File: config.mk
export PLATFORM = sky130hd
export DESIGN_NAME = cram_read_arbiter_flat
export DESIGN_NICKNAME = d
export VERILOG_FILES = /design/src/rtl/cram_read_arbiter_if.sv /design/src/rtl/cram_read_arbiter.sv /design/src/flat_wrapper.sv
export SDC_FILE = /design/constraint.sdc
export NUM_CORES = 1
export LEC_CHECK = 0
export CAP_MARGIN = 25
export CORE_AREA = 2 2 108 110
export CTS_BUF_LIST = sky130_fd_sc_hd__clkbuf_4 sky130_fd_sc_hd__clkbuf_8
export DETAILED_ROUTE_END_ITERATION = 8
export DIE_AREA = 0 0 110 112
export GPL_ROUTABILITY_DRIVEN = 0
export PLACE_DENSITY = 0.79
export SLEW_MARGIN = 20
export SYNTH_ARGS = -nofsm -noshare
export SYNTH_HDL_FRONTEND = slang
export SYNTH_SLANG_ARGS = --single-unit
File: constraint.sdc
create_clock -name clk -period 3.52 [get_ports clk]
set_input_delay 0.704 -clock clk [delete_from_list [all_inputs] [get_ports clk]]
set_output_delay 0.704 -clock clk [all_outputs]
set_load 0.005 [all_outputs]
File: src/rtl/cram_read_arbiter_if.sv
// Bundle of client-side and CRAM-side AR/R channels for the CRAM read arbiter.
// Client vectors are packed per client, with client 0 in the LSBs.
interface cram_read_arbiter_if #(
  parameter int unsigned N_MASTER = 2,
  parameter int unsigned S_ID_W   = 1,
  parameter int unsigned ADDR_W   = 32,
  parameter int unsigned DATA_W   = 32
);
  localparam int unsigned IDX_W  = (N_MASTER < 2) ? 1 : $clog2(N_MASTER);
  localparam int unsigned M_ID_W = S_ID_W + IDX_W;

  logic [N_MASTER*S_ID_W-1:0] s_arid;
  logic [N_MASTER*ADDR_W-1:0] s_araddr;
  logic [N_MASTER*8-1:0]      s_arlen;
  logic [N_MASTER*3-1:0]      s_arsize;
  logic [N_MASTER*2-1:0]      s_arburst;
  logic [N_MASTER-1:0]        s_arvalid;
  logic [N_MASTER-1:0]        s_arready;

  logic [N_MASTER*S_ID_W-1:0] s_rid;
  logic [N_MASTER*DATA_W-1:0] s_rdata;
  logic [N_MASTER*2-1:0]      s_rresp;
  logic [N_MASTER-1:0]        s_rlast;
  logic [N_MASTER-1:0]        s_rvalid;
  logic [N_MASTER-1:0]        s_rready;

  logic [M_ID_W-1:0] m_arid;
  logic [ADDR_W-1:0] m_araddr;
  logic [7:0]        m_arlen;
  logic [2:0]        m_arsize;
  logic [1:0]        m_arburst;
  logic              m_arlock;
  logic [3:0]        m_arcache;
  logic [2:0]        m_arprot;
  logic [3:0]        m_arqos;
  logic              m_arvalid;
  logic              m_arready;

  logic [M_ID_W-1:0] m_rid;
  logic [DATA_W-1:0] m_rdata;
  logic [1:0]        m_rresp;
  logic              m_rlast;
  logic              m_rvalid;
  logic              m_rready;

  // Arbiter side: drives client AR ready / R payload and the merged AR.
  modport master (
    input  s_arid, s_araddr, s_arlen, s_arsize, s_arburst, s_arvalid, s_rready,
    output s_arready, s_rid, s_rdata, s_rresp, s_rlast, s_rvalid,
    output m_arid, m_araddr, m_arlen, m_arsize, m_arburst,
    output m_arlock, m_arcache, m_arprot, m_arqos, m_arvalid, m_rready,
    input  m_arready, m_rid, m_rdata, m_rresp, m_rlast, m_rvalid
  );

  // Environment side: clients plus the CRAM slave.
  modport slave (
    output s_arid, s_araddr, s_arlen, s_arsize, s_arburst, s_arvalid, s_rready,
    input  s_arready, s_rid, s_rdata, s_rresp, s_rlast, s_rvalid,
    input  m_arid, m_araddr, m_arlen, m_arsize, m_arburst,
    input  m_arlock, m_arcache, m_arprot, m_arqos, m_arvalid, m_rready,
    output m_arready, m_rid, m_rdata, m_rresp, m_rlast, m_rvalid
  );
endinterface

File: src/rtl/cram_read_arbiter.sv
// Round-robin N-client arbiter for the read-only CRAM AXI port (AR and R only).
// The grant index is tagged into the upper ARID bits and used to route R beats back.
module cram_read_arbiter #(
  parameter int unsigned N_MASTER        = 2,
  parameter int unsigned S_ID_W          = 1,
  parameter int unsigned ADDR_W          = 32,
  parameter int unsigned DATA_W          = 32,
  parameter int unsigned MAX_OUTSTANDING = 4
) (
  input  logic                 clk,
  input  logic                 sys_rst,
  cram_read_arbiter_if.master  bus,
  output logic                 busy,
  output logic                 err_badid
);
  localparam int unsigned IDX_W  = (N_MASTER < 2) ? 1 : $clog2(N_MASTER);
  localparam int unsigned M_ID_W = S_ID_W + IDX_W;
  localparam int unsigned CNT_W  = $clog2(MAX_OUTSTANDING + 1);

  logic [CNT_W-1:0]  r_cnt [N_MASTER];
  logic [IDX_W-1:0]  r_rr;
  logic              r_arvalid;
  logic [M_ID_W-1:0] r_arid;
  logic [ADDR_W-1:0] r_araddr;
  logic [7:0]        r_arlen;
  logic [2:0]        r_arsize;
  logic [1:0]        r_arburst;
  logic              r_err;

  logic [N_MASTER-1:0] w_elig;
  logic [N_MASTER-1:0] w_arready;
  logic [N_MASTER-1:0] w_rvalid;
  logic [N_MASTER-1:0] w_rdone;
  logic                w_any;
  logic                w_load;
  logic [IDX_W-1:0]    w_grant;
  logic [IDX_W-1:0]    w_rr_next;
  logic [S_ID_W-1:0]   w_sel_id;
  logic [ADDR_W-1:0]   w_sel_addr;
  logic [7:0]          w_sel_len;
  logic [2:0]          w_sel_size;
  logic [1:0]          w_sel_burst;
  logic [IDX_W-1:0]    w_ridx;
  logic                w_bad;
  logic                w_rready_sel;
  logic                w_busy;
  int                  w_dist;
  int                  w_best;

  // Eligibility: requesting and below the per-client outstanding limit.
  always_comb begin
    w_elig = '0;
    for (int i = 0; i < int'(N_MASTER); i++) begin
      w_elig[i] = bus.s_arvalid[i] && (r_cnt[i] < CNT_W'(MAX_OUTSTANDING));
    end
  end

  // Round-robin pick: eligible client nearest to r_rr in wrap-around order.
  always_comb begin
    w_any   = 1'b0;
    w_grant = '0;
    w_best  = int'(N_MASTER);
    w_dist  = 0;
    for (int i = 0; i < int'(N_MASTER); i++) begin
      w_dist = i - int'(r_rr);
      if (w_dist < 0) w_dist = w_dist + int'(N_MASTER);
      if (w_elig[i] && (w_dist < w_best)) begin
        w_best  = w_dist;
        w_grant = IDX_W'(i);
        w_any   = 1'b1;
      end
    end
  end

  assign w_load    = w_any && (!r_arvalid || bus.m_arready);
  assign w_rr_next = (w_grant == IDX_W'(N_MASTER - 1)) ? '0 : w_grant + IDX_W'(1);

  // Grant one-hot and payload mux of the granted client.
  always_comb begin
    w_arready   = '0;
    w_sel_id    = '0;
    w_sel_addr  = '0;
    w_sel_len   = '0;
    w_sel_size  = '0;
    w_sel_burst = '0;
    for (int i = 0; i < int'(N_MASTER); i++) begin
      w_arready[i] = w_load && !sys_rst && (w_grant == IDX_W'(i));
      if (w_grant == IDX_W'(i)) begin
        w_sel_id    = bus.s_arid[i*S_ID_W +: S_ID_W];
        w_sel_addr  = bus.s_araddr[i*ADDR_W +: ADDR_W];
        w_sel_len   = bus.s_arlen[i*8 +: 8];
        w_sel_size  = bus.s_arsize[i*3 +: 3];
        w_sel_burst = bus.s_arburst[i*2 +: 2];
      end
    end
  end

  // R routing by the index tag; beats with an out-of-range index are sunk.
  assign w_ridx = bus.m_rid[M_ID_W-1:S_ID_W];
  assign w_bad  = (32'(w_ridx) >= 32'(N_MASTER));

  always_comb begin
    w_rvalid     = '0;
    w_rdone      = '0;
    w_rready_sel = 1'b0;
    for (int i = 0; i < int'(N_MASTER); i++) begin
      w_rvalid[i] = bus.m_rvalid && !w_bad && !sys_rst && (w_ridx == IDX_W'(i));
      w_rdone[i]  = w_rvalid[i] && bus.s_rready[i] && bus.m_rlast;
      if (w_ridx == IDX_W'(i)) w_rready_sel = bus.s_rready[i];
    end
  end

  always_ff @(posedge clk or posedge sys_rst) begin
    if (sys_rst) begin
      for (int i = 0; i < int'(N_MASTER); i++) r_cnt[i] <= '0;
    end else begin
      for (int i = 0; i < int'(N_MASTER); i++) begin
        if (w_arready[i] && !w_rdone[i]) r_cnt[i] <= r_cnt[i] + CNT_W'(1);
        else if (!w_arready[i] && w_rdone[i]) r_cnt[i] <= r_cnt[i] - CNT_W'(1);
      end
    end
  end

  // Output AR register; holds while the CRAM stalls.
  always_ff @(posedge clk or posedge sys_rst) begin
    if (sys_rst) begin
      r_arvalid <= 1'b0;
      r_rr      <= '0;
      r_arid    <= '0;
      r_araddr  <= '0;
      r_arlen   <= '0;
      r_arsize  <= '0;
      r_arburst <= '0;
    end else if (w_load) begin
      r_arvalid <= 1'b1;
      r_rr      <= w_rr_next;
      r_arid    <= {w_grant, w_sel_id};
      r_araddr  <= w_sel_addr;
      r_arlen   <= w_sel_len;
      r_arsize  <= w_sel_size;
      r_arburst <= w_sel_burst;
    end else if (bus.m_arready) begin
      r_arvalid <= 1'b0;
    end
  end

  always_ff @(posedge clk or posedge sys_rst) begin
    if (sys_rst) r_err <= 1'b0;
    else if (bus.m_rvalid && w_bad) r_err <= 1'b1;
  end

  always_comb begin
    w_busy = r_arvalid;
    for (int i = 0; i < int'(N_MASTER); i++) begin
      if (r_cnt[i] != '0) w_busy = 1'b1;
    end
  end

  assign bus.s_arready = w_arready;
  assign bus.s_rvalid  = w_rvalid;
  assign bus.s_rid     = {N_MASTER{bus.m_rid[S_ID_W-1:0]}};
  assign bus.s_rdata   = {N_MASTER{bus.m_rdata}};
  assign bus.s_rresp   = {N_MASTER{bus.m_rresp}};
  assign bus.s_rlast   = {N_MASTER{bus.m_rlast}};
  assign bus.m_rready  = w_bad ? 1'b1 : w_rready_sel;

  assign bus.m_arvalid = r_arvalid;
  assign bus.m_arid    = r_arid;
  assign bus.m_araddr  = r_araddr;
  assign bus.m_arlen   = r_arlen;
  assign bus.m_arsize  = r_arsize;
  assign bus.m_arburst = r_arburst;
  assign bus.m_arlock  = 1'b0;
  assign bus.m_arcache = 4'b0011;
  assign bus.m_arprot  = 3'b000;
  assign bus.m_arqos   = 4'b0000;

  assign busy      = w_busy;
  assign err_badid = r_err;
endmodule

File: src/flat_wrapper.sv
// flat-port wrapper written by rule: the top's interface ports become plain ports
module cram_read_arbiter_flat 
#(
  parameter int unsigned N_MASTER        = 2,
  parameter int unsigned S_ID_W          = 1,
  parameter int unsigned ADDR_W          = 32,
  parameter int unsigned DATA_W          = 32,
  parameter int unsigned MAX_OUTSTANDING = 4
)
  (clk, sys_rst, busy, err_badid, bus_s_arid, bus_s_araddr, bus_s_arlen, bus_s_arsize, bus_s_arburst, bus_s_arvalid, bus_s_rready, bus_s_arready, bus_s_rid, bus_s_rdata, bus_s_rresp, bus_s_rlast, bus_s_rvalid, bus_m_arid, bus_m_araddr, bus_m_arlen, bus_m_arsize, bus_m_arburst, bus_m_arlock, bus_m_arcache, bus_m_arprot, bus_m_arqos, bus_m_arvalid, bus_m_rready, bus_m_arready, bus_m_rid, bus_m_rdata, bus_m_rresp, bus_m_rlast, bus_m_rvalid);
  cram_read_arbiter_if #(.N_MASTER(N_MASTER), .S_ID_W(S_ID_W), .ADDR_W(ADDR_W), .DATA_W(DATA_W)) bus_i ();
  input  logic clk;
  input  logic sys_rst;
  output logic busy;
  output logic err_badid;
  input wire logic [$bits(bus_i.s_arid)-1:0] bus_s_arid;
  input wire logic [$bits(bus_i.s_araddr)-1:0] bus_s_araddr;
  input wire logic [$bits(bus_i.s_arlen)-1:0] bus_s_arlen;
  input wire logic [$bits(bus_i.s_arsize)-1:0] bus_s_arsize;
  input wire logic [$bits(bus_i.s_arburst)-1:0] bus_s_arburst;
  input wire logic [$bits(bus_i.s_arvalid)-1:0] bus_s_arvalid;
  input wire logic [$bits(bus_i.s_rready)-1:0] bus_s_rready;
  output wire logic [$bits(bus_i.s_arready)-1:0] bus_s_arready;
  output wire logic [$bits(bus_i.s_rid)-1:0] bus_s_rid;
  output wire logic [$bits(bus_i.s_rdata)-1:0] bus_s_rdata;
  output wire logic [$bits(bus_i.s_rresp)-1:0] bus_s_rresp;
  output wire logic [$bits(bus_i.s_rlast)-1:0] bus_s_rlast;
  output wire logic [$bits(bus_i.s_rvalid)-1:0] bus_s_rvalid;
  output wire logic [$bits(bus_i.m_arid)-1:0] bus_m_arid;
  output wire logic [$bits(bus_i.m_araddr)-1:0] bus_m_araddr;
  output wire logic [$bits(bus_i.m_arlen)-1:0] bus_m_arlen;
  output wire logic [$bits(bus_i.m_arsize)-1:0] bus_m_arsize;
  output wire logic [$bits(bus_i.m_arburst)-1:0] bus_m_arburst;
  output wire logic [$bits(bus_i.m_arlock)-1:0] bus_m_arlock;
  output wire logic [$bits(bus_i.m_arcache)-1:0] bus_m_arcache;
  output wire logic [$bits(bus_i.m_arprot)-1:0] bus_m_arprot;
  output wire logic [$bits(bus_i.m_arqos)-1:0] bus_m_arqos;
  output wire logic [$bits(bus_i.m_arvalid)-1:0] bus_m_arvalid;
  output wire logic [$bits(bus_i.m_rready)-1:0] bus_m_rready;
  input wire logic [$bits(bus_i.m_arready)-1:0] bus_m_arready;
  input wire logic [$bits(bus_i.m_rid)-1:0] bus_m_rid;
  input wire logic [$bits(bus_i.m_rdata)-1:0] bus_m_rdata;
  input wire logic [$bits(bus_i.m_rresp)-1:0] bus_m_rresp;
  input wire logic [$bits(bus_i.m_rlast)-1:0] bus_m_rlast;
  input wire logic [$bits(bus_i.m_rvalid)-1:0] bus_m_rvalid;
  assign bus_i.s_arid = bus_s_arid;
  assign bus_i.s_araddr = bus_s_araddr;
  assign bus_i.s_arlen = bus_s_arlen;
  assign bus_i.s_arsize = bus_s_arsize;
  assign bus_i.s_arburst = bus_s_arburst;
  assign bus_i.s_arvalid = bus_s_arvalid;
  assign bus_i.s_rready = bus_s_rready;
  assign bus_s_arready = bus_i.s_arready;
  assign bus_s_rid = bus_i.s_rid;
  assign bus_s_rdata = bus_i.s_rdata;
  assign bus_s_rresp = bus_i.s_rresp;
  assign bus_s_rlast = bus_i.s_rlast;
  assign bus_s_rvalid = bus_i.s_rvalid;
  assign bus_m_arid = bus_i.m_arid;
  assign bus_m_araddr = bus_i.m_araddr;
  assign bus_m_arlen = bus_i.m_arlen;
  assign bus_m_arsize = bus_i.m_arsize;
  assign bus_m_arburst = bus_i.m_arburst;
  assign bus_m_arlock = bus_i.m_arlock;
  assign bus_m_arcache = bus_i.m_arcache;
  assign bus_m_arprot = bus_i.m_arprot;
  assign bus_m_arqos = bus_i.m_arqos;
  assign bus_m_arvalid = bus_i.m_arvalid;
  assign bus_m_rready = bus_i.m_rready;
  assign bus_i.m_arready = bus_m_arready;
  assign bus_i.m_rid = bus_m_rid;
  assign bus_i.m_rdata = bus_m_rdata;
  assign bus_i.m_rresp = bus_m_rresp;
  assign bus_i.m_rlast = bus_m_rlast;
  assign bus_i.m_rvalid = bus_m_rvalid;
  cram_read_arbiter #(.N_MASTER(N_MASTER), .S_ID_W(S_ID_W), .ADDR_W(ADDR_W), .DATA_W(DATA_W), .MAX_OUTSTANDING(MAX_OUTSTANDING)) u_core (.clk(clk), .sys_rst(sys_rst), .bus(bus_i), .busy(busy), .err_badid(err_badid));
endmodule
# [After elaboration in Yosys (flattened, before gate mapping)]
# Index checks and enable logic that the tools add are counted.
[totals] elab_cells=78 input_bits=137 regBits=55 out_inout_bits=139
[op_classes] magnitude_cmp=6 mux=21 reduce_logical=31 n_addsub=9 bitwise=2
[ops] operator="2-to-1 mux 32 bit" count=4
[ops] operator="adder 32 x 3 -> 32 bit, second input constant" count=2
[ops] operator="< comparator 32 x 1 -> 1 bit, second input constant" count=2
[ops] operator="< comparator 32 x 3 -> 1 bit, second input constant" count=1
[ops] operator="< comparator 32 bit" count=1
[ops] operator="logical AND 1 bit" count=19
[ops] operator="2-to-1 mux 3 bit" count=5
[ops] operator="2-to-1 mux 1 bit" count=10
[ops] operator="2-to-1 mux 8 bit" count=1
[ops] operator="adder 3 x 1 -> 3 bit, second input constant" count=2
[ops] operator="zero test 1 bit" count=6
[ops] operator="< comparator 3 bit, second input constant" count=2
[ops] operator="nonzero test 2 bit" count=3
[ops] operator="nonzero test 3 bit" count=2
[ops] operator="subtractor 3 x 1 -> 3 bit, second input constant" count=2
[ops] operator="subtractor 1 x 1 -> 2 bit, first input constant" count=2
[ops] operator="2-to-1 mux 2 bit" count=1
[ops] operator="inverter 1 bit" count=2
[ops] operator="adder 1 bit, second input constant" count=1
[ops] operator="logical OR 1 bit" count=1

# [Longest topological paths before layout]
# Gate-level depths: netlist (run 1).
[logic_depth] word_depth=16 depth_mapped=10 ltp_nobuf=9

# [Least setup slack after synthesis (run 1)]
# OpenSTA, ideal clock, no wires.
[synth_path] path_kind="input-to-reg" start="input port bus_s_arvalid[1]" end="register u_core.r_cnt[2] in the netlist's numbering" n_path_buf=1 arrival_time_ns=2.390 required_time_ns=3.441 setup_time_ns=0.079 cell_stages=10 slack_ns=1.050 path_cell_list="nor2b_1 -> buf_2 -> nand3_1 -> nor2_1 -> ha_1 -> inv_1 -> fa_1 -> xor2_1 -> nor2_1 -> xor2_1"
[synth_via] elab_chain_cells=9 word_cells_on_any_way=12 classes_between="mux: 3; reduce/logical: 9"
[synth_rtl] item="start, declared" line="flat_wrapper.sv:21" text="input wire logic [$bits(bus_i.s_arvalid)-1:0] bus_s_arvalid;"
[synth_rtl] item="logical AND 1 bit (*)" line="cram_read_arbiter.sv:54" text="w_elig[i] = bus.s_arvalid[i] && (r_cnt[i] < CNT_W'(MAX_OUTSTANDING));"
[synth_rtl] item="logical AND 1 bit (*)" line="cram_read_arbiter.sv:67" text="if (w_elig[i] && (w_dist < w_best)) begin"
[synth_rtl] item="2-to-1 mux 1 bit" line="cram_read_arbiter.sv:67"
[synth_rtl] item="logical AND 1 bit" line="cram_read_arbiter.sv:75" text="assign w_load = w_any && (!r_arvalid || bus.m_arready);"
[synth_rtl] item="logical AND 1 bit" line="cram_read_arbiter.sv:87" text="w_arready[i] = w_load && !sys_rst && (w_grant == IDX_W'(i));"
[synth_rtl] item="logical AND 1 bit (*)" line="cram_read_arbiter.sv:87"
[synth_rtl] item="via bus_s_arready[1]" line="flat_wrapper.sv:23" text="output wire logic [$bits(bus_i.s_arready)-1:0] bus_s_arready;"
[synth_rtl] item="zero test 1 bit" line="cram_read_arbiter.sv:119" text="else if (!w_arready[i] && w_rdone[i]) r_cnt[i] <= r_cnt[i] - CNT_W'(1);"
[synth_rtl] item="logical AND 1 bit" line="cram_read_arbiter.sv:119"
[synth_rtl] item="nonzero test 2 bit (no line)"
[synth_rtl] item="end signal, assigned by index" line="cram_read_arbiter.sv:118" text="if (w_arready[i] && !w_rdone[i]) r_cnt[i] <= r_cnt[i] + CNT_W'(1);"
[synth_rtl] item="end signal, assigned by index" line="cram_read_arbiter.sv:119"
[synth_rtl] item="end, declared" line="cram_read_arbiter.sv:20" text="logic [CNT_W-1:0] r_cnt [N_MASTER];"
# The timed path passes the listed nets; every way through them passes the cells marked *.
# A chain may end at the register's enable or synchronous reset.

# [Worst setup path after layout (run 1)]
[layout_path] start="input port bus_s_arvalid[0]" end="output port bus_s_arready[1]"
[layout_via] elab_chain_cells=9 word_cells_on_any_way=11 classes_between="order compare: 1; mux: 4; reduce/logical: 6"
[layout_rtl] item="logical AND 1 bit (*)" line="cram_read_arbiter.sv:54"
[layout_rtl] item="logical AND 1 bit (*)" line="cram_read_arbiter.sv:67"
[layout_rtl] item="2-to-1 mux 32 bit" line="cram_read_arbiter.sv:67"
[layout_rtl] item="< comparator 32 bit" line="cram_read_arbiter.sv:67"
[layout_rtl] item="logical AND 1 bit" line="cram_read_arbiter.sv:67"
[layout_rtl] item="2-to-1 mux 1 bit" line="cram_read_arbiter.sv:67"
[layout_rtl] item="logical AND 1 bit" line="cram_read_arbiter.sv:75"
[layout_rtl] item="logical AND 1 bit" line="cram_read_arbiter.sv:87"
[layout_rtl] item="logical AND 1 bit (*)" line="cram_read_arbiter.sv:87"
[layout_rtl] item="end, declared" line="flat_wrapper.sv:23"
# Mark *: on every way between the ends. The rest lies on a longest branch, timed or not.

==> metrics, run 1 <==
register area share after synthesis 0.372; PortBufs 157; CTS Sinks 55; DR vias/cell 4.90; Worst-path clk slew 0.10 ns; Clk pwr share 0.113; first-pass GRT wire length 15,000 µm; max_cap viols 0; Syn Inst Count 392; Mean Syn Cell Area 9.44 µm²; crit path buf inv count 2; CP dominant cell by count clkdlybuf4s50_1; worst hold path depth 1; DRC 0; Fmax 330 MHz; FF-to-FF End u_core.r_cnt[1]; share of flip-flops with an asynchronous set or reset after synthesis 1.00; synthesized area 3700 µm²; RSZ-0062 raised after global routing false; RR Startpoint u_core.r_cnt[5]; placed cell count 601; CP endpoint kind output pin; CP required 2.82 ns; hold buffers post-CTS 0; skew final 0.00531 ns; max_slew headroom 0.504; Critical Setup Path Class input port to output pin; WHS Endpoint u_core.r_cnt[0]; Clock Path Buffers 2; Post-CTS Resized 0; final hold vios 0; crit-path leading delay family buffers and inverters; status complete, no violations; Post-DP HPWL 7250 µm; Chip Height 112 µm; Nets 606; vias in the first global route 3,052; adder-cell area share of the yosys netlist 0.0176; simple logic cell fraction of the synthesized area 0.109; worst path cell trace clkdlybuf4s50_1, or3b_2, nand3_1, nor2_1, clkdlybuf4s50_1; final setup vio count 0; Max stage delay on crit path 0.47 ns; worst-skew pair later-pin latency 0.31 ns; Core Footprint 11,200 µm²; Compound-Gate Fraction of Synth Area 0.165; die area 12,300 µm²; post-synth cell types 29; Power Density 656 nW/µm²; critical path startpoint category input port; HP Class register to register; synth top area cells dfrtp_1 (37%), buf_4 (17%), o221ai_2 (12%); initial antenna violation count 0; ys flop type dfrtp_1; Switching Share 0.362; Die X 110 µm; drt first pass iters 4; Seq pwr share 0.355; leading area contributor after synthesis dfrtp_1; Switch Pwr 0.00116 W; cells on worst reg2reg path 7; Max H-tree Level 2; Comb power frac 0.532; CTS buffer count 5; Total GRT Usage 0.155; FF-to-FF setup slack 1.30 ns; vias post-DR 2,985; Post-synth EDFFs 0; CTS tree done; number of routed nets with antenna violations 0; Critical Path Fanout Max 3; Clock Root Buffer clkbuf_8; Slew Limit Fails 0; largest family of logic cells by synthesized area buffers and inverters; LEAKAGE 2.11 nW; ant diodes 0; Int Pwr 0.00204 W; Post-CTS Setup Repair Bufs 0; Ports 276; Finished Layout Cells 609; Tcrit/Tclk final 0.860; worst hold start u_core.r_cnt[0]; share of layout cells above drive strength 1 0.118; initial core utilization 0.331; fillcell total 1,096; post-synthesis register bit count 55; Rows 39; WL/cell 16.5 µm; Period minus WS final 3.03 ns; maximum vdd drop 0.426 mV; CP max-delay cell clkdlybuf4s50_1; top cell type's share of synthesized area 0.372; CP arrival 2.32 ns; global route overflow 0; pin count of the biggest net entering global routing 49; measured slew at the worst slew-check pin 0.744 ns; Post-Synth XOR/XNOR Area 0.0142; mux share of post-synthesis cell area 0.00913; area delta synth->final 31.7%; Post-Route Setup TNS 0 ns; Synth Warn # 0; total wire length 10,000 µm; DRC violation total after the first TritonRoute iteration 137
-- registers in the layout, summed over array words and instances (netlist names) --
name                  flops
u_core.bus.m_araddr      32
u_core.bus.m_arburst      2
u_core.bus.m_arsize       3
u_core.bus.m_arvalid      1
u_core.r_rr               1
u_core.bus.m_arid         2
u_core.r_cnt              6
u_core.bus.m_arlen        8
-- stage by stage --
| stage | instance area [µm²] | util | total power [W] | hold WS, ns | worst slack, ns |
|---|---|---|---|---|---|
| global route | 4870 | 0.436 | 0.00342 | 0.569 | 0.423 |
| global placement | 4780 | 0.428 | 0.00280 | 0.510 | 0.522 |
| finish | 4870 | 0.436 | 0.00320 | 0.541 | 0.491 |
| CTS | 4870 | 0.436 | 0.00324 | 0.543 | 0.483 |
| detailed placement | 4780 | 0.428 | 0.00287 | 0.529 | 0.492 |
| floorplan | 3740 | - | 0.00209 | 0.476 | 1.05 |
-- cell usage after synthesis, types with 2 or more instances --
cell,n
dfrtp_1,55
o221ai_2,30
nand3_1,2
o21a_1,2
o221ai_1,16
nor2_1,5
nand2_1,2
nand4_1,47
xnor2_1,2
buf_2,12
mux2_2,3
fa_1,2
xor2_1,4
buf_4,86
nor2b_1,4
ha_1,2
clkbuf_1,4
conb_1,2
inv_1,96
buf_6,5
buf_1,3
-- power by group through the flow --
stage	sequential, W	combinational (W)	clock (W)
2_1_floorplan	0.00114	0.000946	0
3_3_place_gp	0.00113	0.00167	0
3_5_place_dp	0.00115	0.00172	0
4_1_cts	0.00114	0.00172	0.000377
5_1_grt	0.00117	0.00185	0.000403
6_report	0.00113	0.00170	0.000362
-- final cells by class --
type | instances | area [µm²] | share of cell area
Tap cell | 143 | 179 | 0.0367
Clock buffer | 5 | 68.8 | 0.0141
Multi-Input combinational cell | 142 | 1230 | 0.253
Inverter | 96 | 360 | 0.0740
Timing Repair Buffer | 165 | 1630 | 0.335
Sequential cell | 55 | 1380 | 0.282
Clock inverter | 3 | 25.0 | 0.00514
-- layer usage --
layer  global-route usage  wire (µm)  up-vias
met5                    0          0        -
met4               0.0506        246        0
met3               0.0322        849       33
met2                0.281       5120      126
met1                0.176       3800     1464
li1                     -          -     1362
-- cells by family after synthesis --
kind of cell	count (synthesis)
mux	3
fa+ha+maj	4
xor+xnor	6
other cells	2
simple gates	67
flops	55
compound gates	49
buf+inv	206
-- cells in the final DEF (no fill, tap or decap) --
cell type / count
and2_1: 1
xnor2_1: 2
nor4_1: 1
nand4_1: 47
clkdlybuf4s50_1: 157
nor2b_4: 1
nor3_1: 1
o21ai_1: 1
fa_1: 2
o221ai_2: 30
inv_1: 95
nand2_1: 2
nand3_1: 1
nand4b_1: 1
inv_2: 1
nor2b_1: 3
o21a_1: 1
conb_1: 13
o221ai_1: 16
mux2_2: 3
nand2b_2: 1
o21a_2: 1
nand3b_1: 1
clkinvlp_4: 1
dfrtp_1: 55
xor2_1: 4
buf_4: 8
clkbuf_8: 5
ha_1: 2
or3b_2: 1
nand3_2: 1
nor2_1: 5
clkinv_4: 2
-- worst max path at each step --
stage / start / endpoint / cells after the start
CTS: bus_s_arvalid[0] / bus_s_arready[1] / 5
global placement: bus_s_arvalid[0] / bus_s_arready[1] / 5
detailed placement: bus_s_arvalid[0] / bus_s_arready[1] / 5
global route: bus_s_arvalid[0] / bus_s_arready[1] / 5
finish: bus_s_arvalid[0] / bus_s_arready[1] / 5
floorplan: bus_s_arvalid[1] / u_core.r_cnt[2] / 10
No activity file was read; power rests on OpenSTA's default activity.
==> run 2: changes to the inputs <==
--- a/config.mk
+++ b/config.mk
@@ -12,7 +12,7 @@
 export DIE_AREA = 0 0 110 112
 export GPL_ROUTABILITY_DRIVEN = 0
 export PLACE_DENSITY = 0.79
-export SLEW_MARGIN = 20
+export SLEW_MARGIN = 10
 export SYNTH_ARGS = -nofsm -noshare
 export SYNTH_HDL_FRONTEND = slang
 export SYNTH_SLANG_ARGS = --single-unit
==> results of run 2 <==
Same layout as run 1: the final DEF is identical, and so are final timing and power.
==> run 3: changes to the inputs <==
--- a/config.mk
+++ b/config.mk
@@ -11,8 +11,7 @@
 export DETAILED_ROUTE_END_ITERATION = 8
 export DIE_AREA = 0 0 110 112
 export GPL_ROUTABILITY_DRIVEN = 0
-export PLACE_DENSITY = 0.79
-export SLEW_MARGIN = 10
+export PLACE_DENSITY = 0.8
 export SYNTH_ARGS = -nofsm -noshare
 export SYNTH_HDL_FRONTEND = slang
 export SYNTH_SLANG_ARGS = --single-unit
==> run 3 against run 2 <==
Compared with the run above:
- setup slack gained 0.010 ns
- sequential power about the same
- largest cell class unchanged
- highest routed layer unchanged
- critical path type unchanged
- clock skew rose by 0.0012 ns
- via count is 2.1% lower
- power down 0.27%
- design area hardly changed
- combinational power about the same
==> metrics, run 3 (synthesis gave the netlist of run 1 again) <==
Period minus WS final 3.02 ns; Power Density 654 nW/µm²; WL/cell 16.4 µm; Critical Setup Path Class input port to output pin; Max H-tree Level 2; Clk pwr share 0.113; Die X 110 µm; Total GRT Usage 0.160; status complete, no violations; PortBufs 157; die area 12,300 µm²; Nets 607; max_slew headroom 0.396; final worst slack 0.501 ns; vias post-DR 2,922; Post-CTS Setup Repair Bufs 0; fillcell total 1,055; ant diodes 0; Clock Path Buffers 2; maximum vdd drop 0.456 mV; Sequential Area 1380 µm²; LEAKAGE 2.12 nW; Worst-path clk slew 0.10 ns; first-pass GRT wire length 15,400 µm; Post-CTS Resized 0; HP Class register to register; Comb power frac 0.530; final setup vio count 0; drt first pass iters 4; Switching Share 0.358; global route overflow 0; Tcrit/Tclk final 0.858; Chip Height 112 µm; area of the multi-input gates 1230 µm²; Ports 276; DRC 0; number of routed nets with antenna violations 0; Post-DP HPWL 7270 µm; initial antenna violation count 0; DRC violation total after the first TritonRoute iteration 140; CP endpoint kind output pin; RSZ-0062 raised after global routing false; initial core utilization 0.331; DR vias/cell 4.79; Rows 39; CP arrival 2.31 ns; worst-skew pair later-pin latency 0.30 ns; Clock Root Buffer clkbuf_8; critical path startpoint category input port; Seq pwr share 0.357; hold buffers post-CTS 0; Fmax 331 MHz; skew final 0.00648 ns; CTS buffer count 5; share of layout cells above drive strength 1 0.120; Core Footprint 11,200 µm²; Int Pwr 0.00205 W; Critical Path Fanout Max 3; pin count of the biggest net entering global routing 49; CTS Sinks 55; CP required 2.82 ns; max_cap viols 0; Post-Route Setup TNS 0 ns; Switch Pwr 0.00114 W; Slew Limit Fails 0; most frequent cells in the layout clkdlybuf4s50_1 (157), inv_1 (95), dfrtp_1 (55); DP Worst Slack 0.506 ns; max reg flops 32; measured slew at the worst slew-check pin 0.904 ns; vias in the first global route 2,999; most common library cell in the layout ignoring fill and taps clkdlybuf4s50_1; area delta synth->final 31.8%; CTS tree done; total wire length 10,000 µm; final hold vios 0
[run 3: layout make-up]
class,instances,share of cell area
Tap cell,143,0.0367
Timing Repair Buffer,166,0.336
Inverter,96,0.0739
Clock inverter,2,0.00257
Clock buffer,6,0.0157
Multi-Input combinational cell,142,0.253
Sequential cell,55,0.282
[run 3: critical path, stage by stage]
cell	delay, ns
clkdlybuf4s50_1	0.47
or3b_2	0.47
nand3_1	0.15
nor2_1	0.08
clkdlybuf4s50_1	0.45
[run 3: metal layers]
metal  GRT usage  wire [µm]  part of all wire
met2       0.295       5170              0.52
met4      0.0506        183             0.018
met5           0          0                 0
met3      0.0357        884             0.088
met1       0.179       3790              0.38
[run 3: through the flow]
step,total power [W],hold slack [ns],cells,instance area (µm²),util
2_1_floorplan,0.00209,0.476,403,3740,-
3_3_place_gp,0.00280,0.503,602,4790,0.428
3_5_place_dp,0.00287,0.531,602,4790,0.428
4_1_cts,0.00324,0.548,610,4870,0.436
5_1_grt,0.00342,0.578,610,4870,0.436
6_report,0.00319,0.541,610,4870,0.436
[run 3: power groups by stage]
stage                     logic (W)  clock network [W]  registers, W
after floorplan            0.000946                  0       0.00114
after global placement      0.00166                  0       0.00114
after detailed placement    0.00172                  0       0.00116
after CTS                   0.00172           0.000379       0.00114
after global routing        0.00184           0.000405       0.00117
final                       0.00169           0.000359       0.00114
[run 3: final timing paths]
check | from | end | slack (ns) | cells past startpoint
max in group asynchronous | sys_rst | u_core.bus.m_arlen[5] | 1.75 | 3
max | bus_s_arvalid[0] | bus_s_arready[1] | 0.50 | 5
min reg2reg | u_core.r_cnt[3] | u_core.r_cnt[3] | 0.54 | 1
min | u_core.r_cnt[3] | u_core.r_cnt[3] | 0.54 | 1
max reg2reg | u_core.r_cnt[5] | u_core.r_cnt[1] | 1.28 | 7
min in group asynchronous | sys_rst | u_core.bus.m_arid[1] | 1.03 | 2
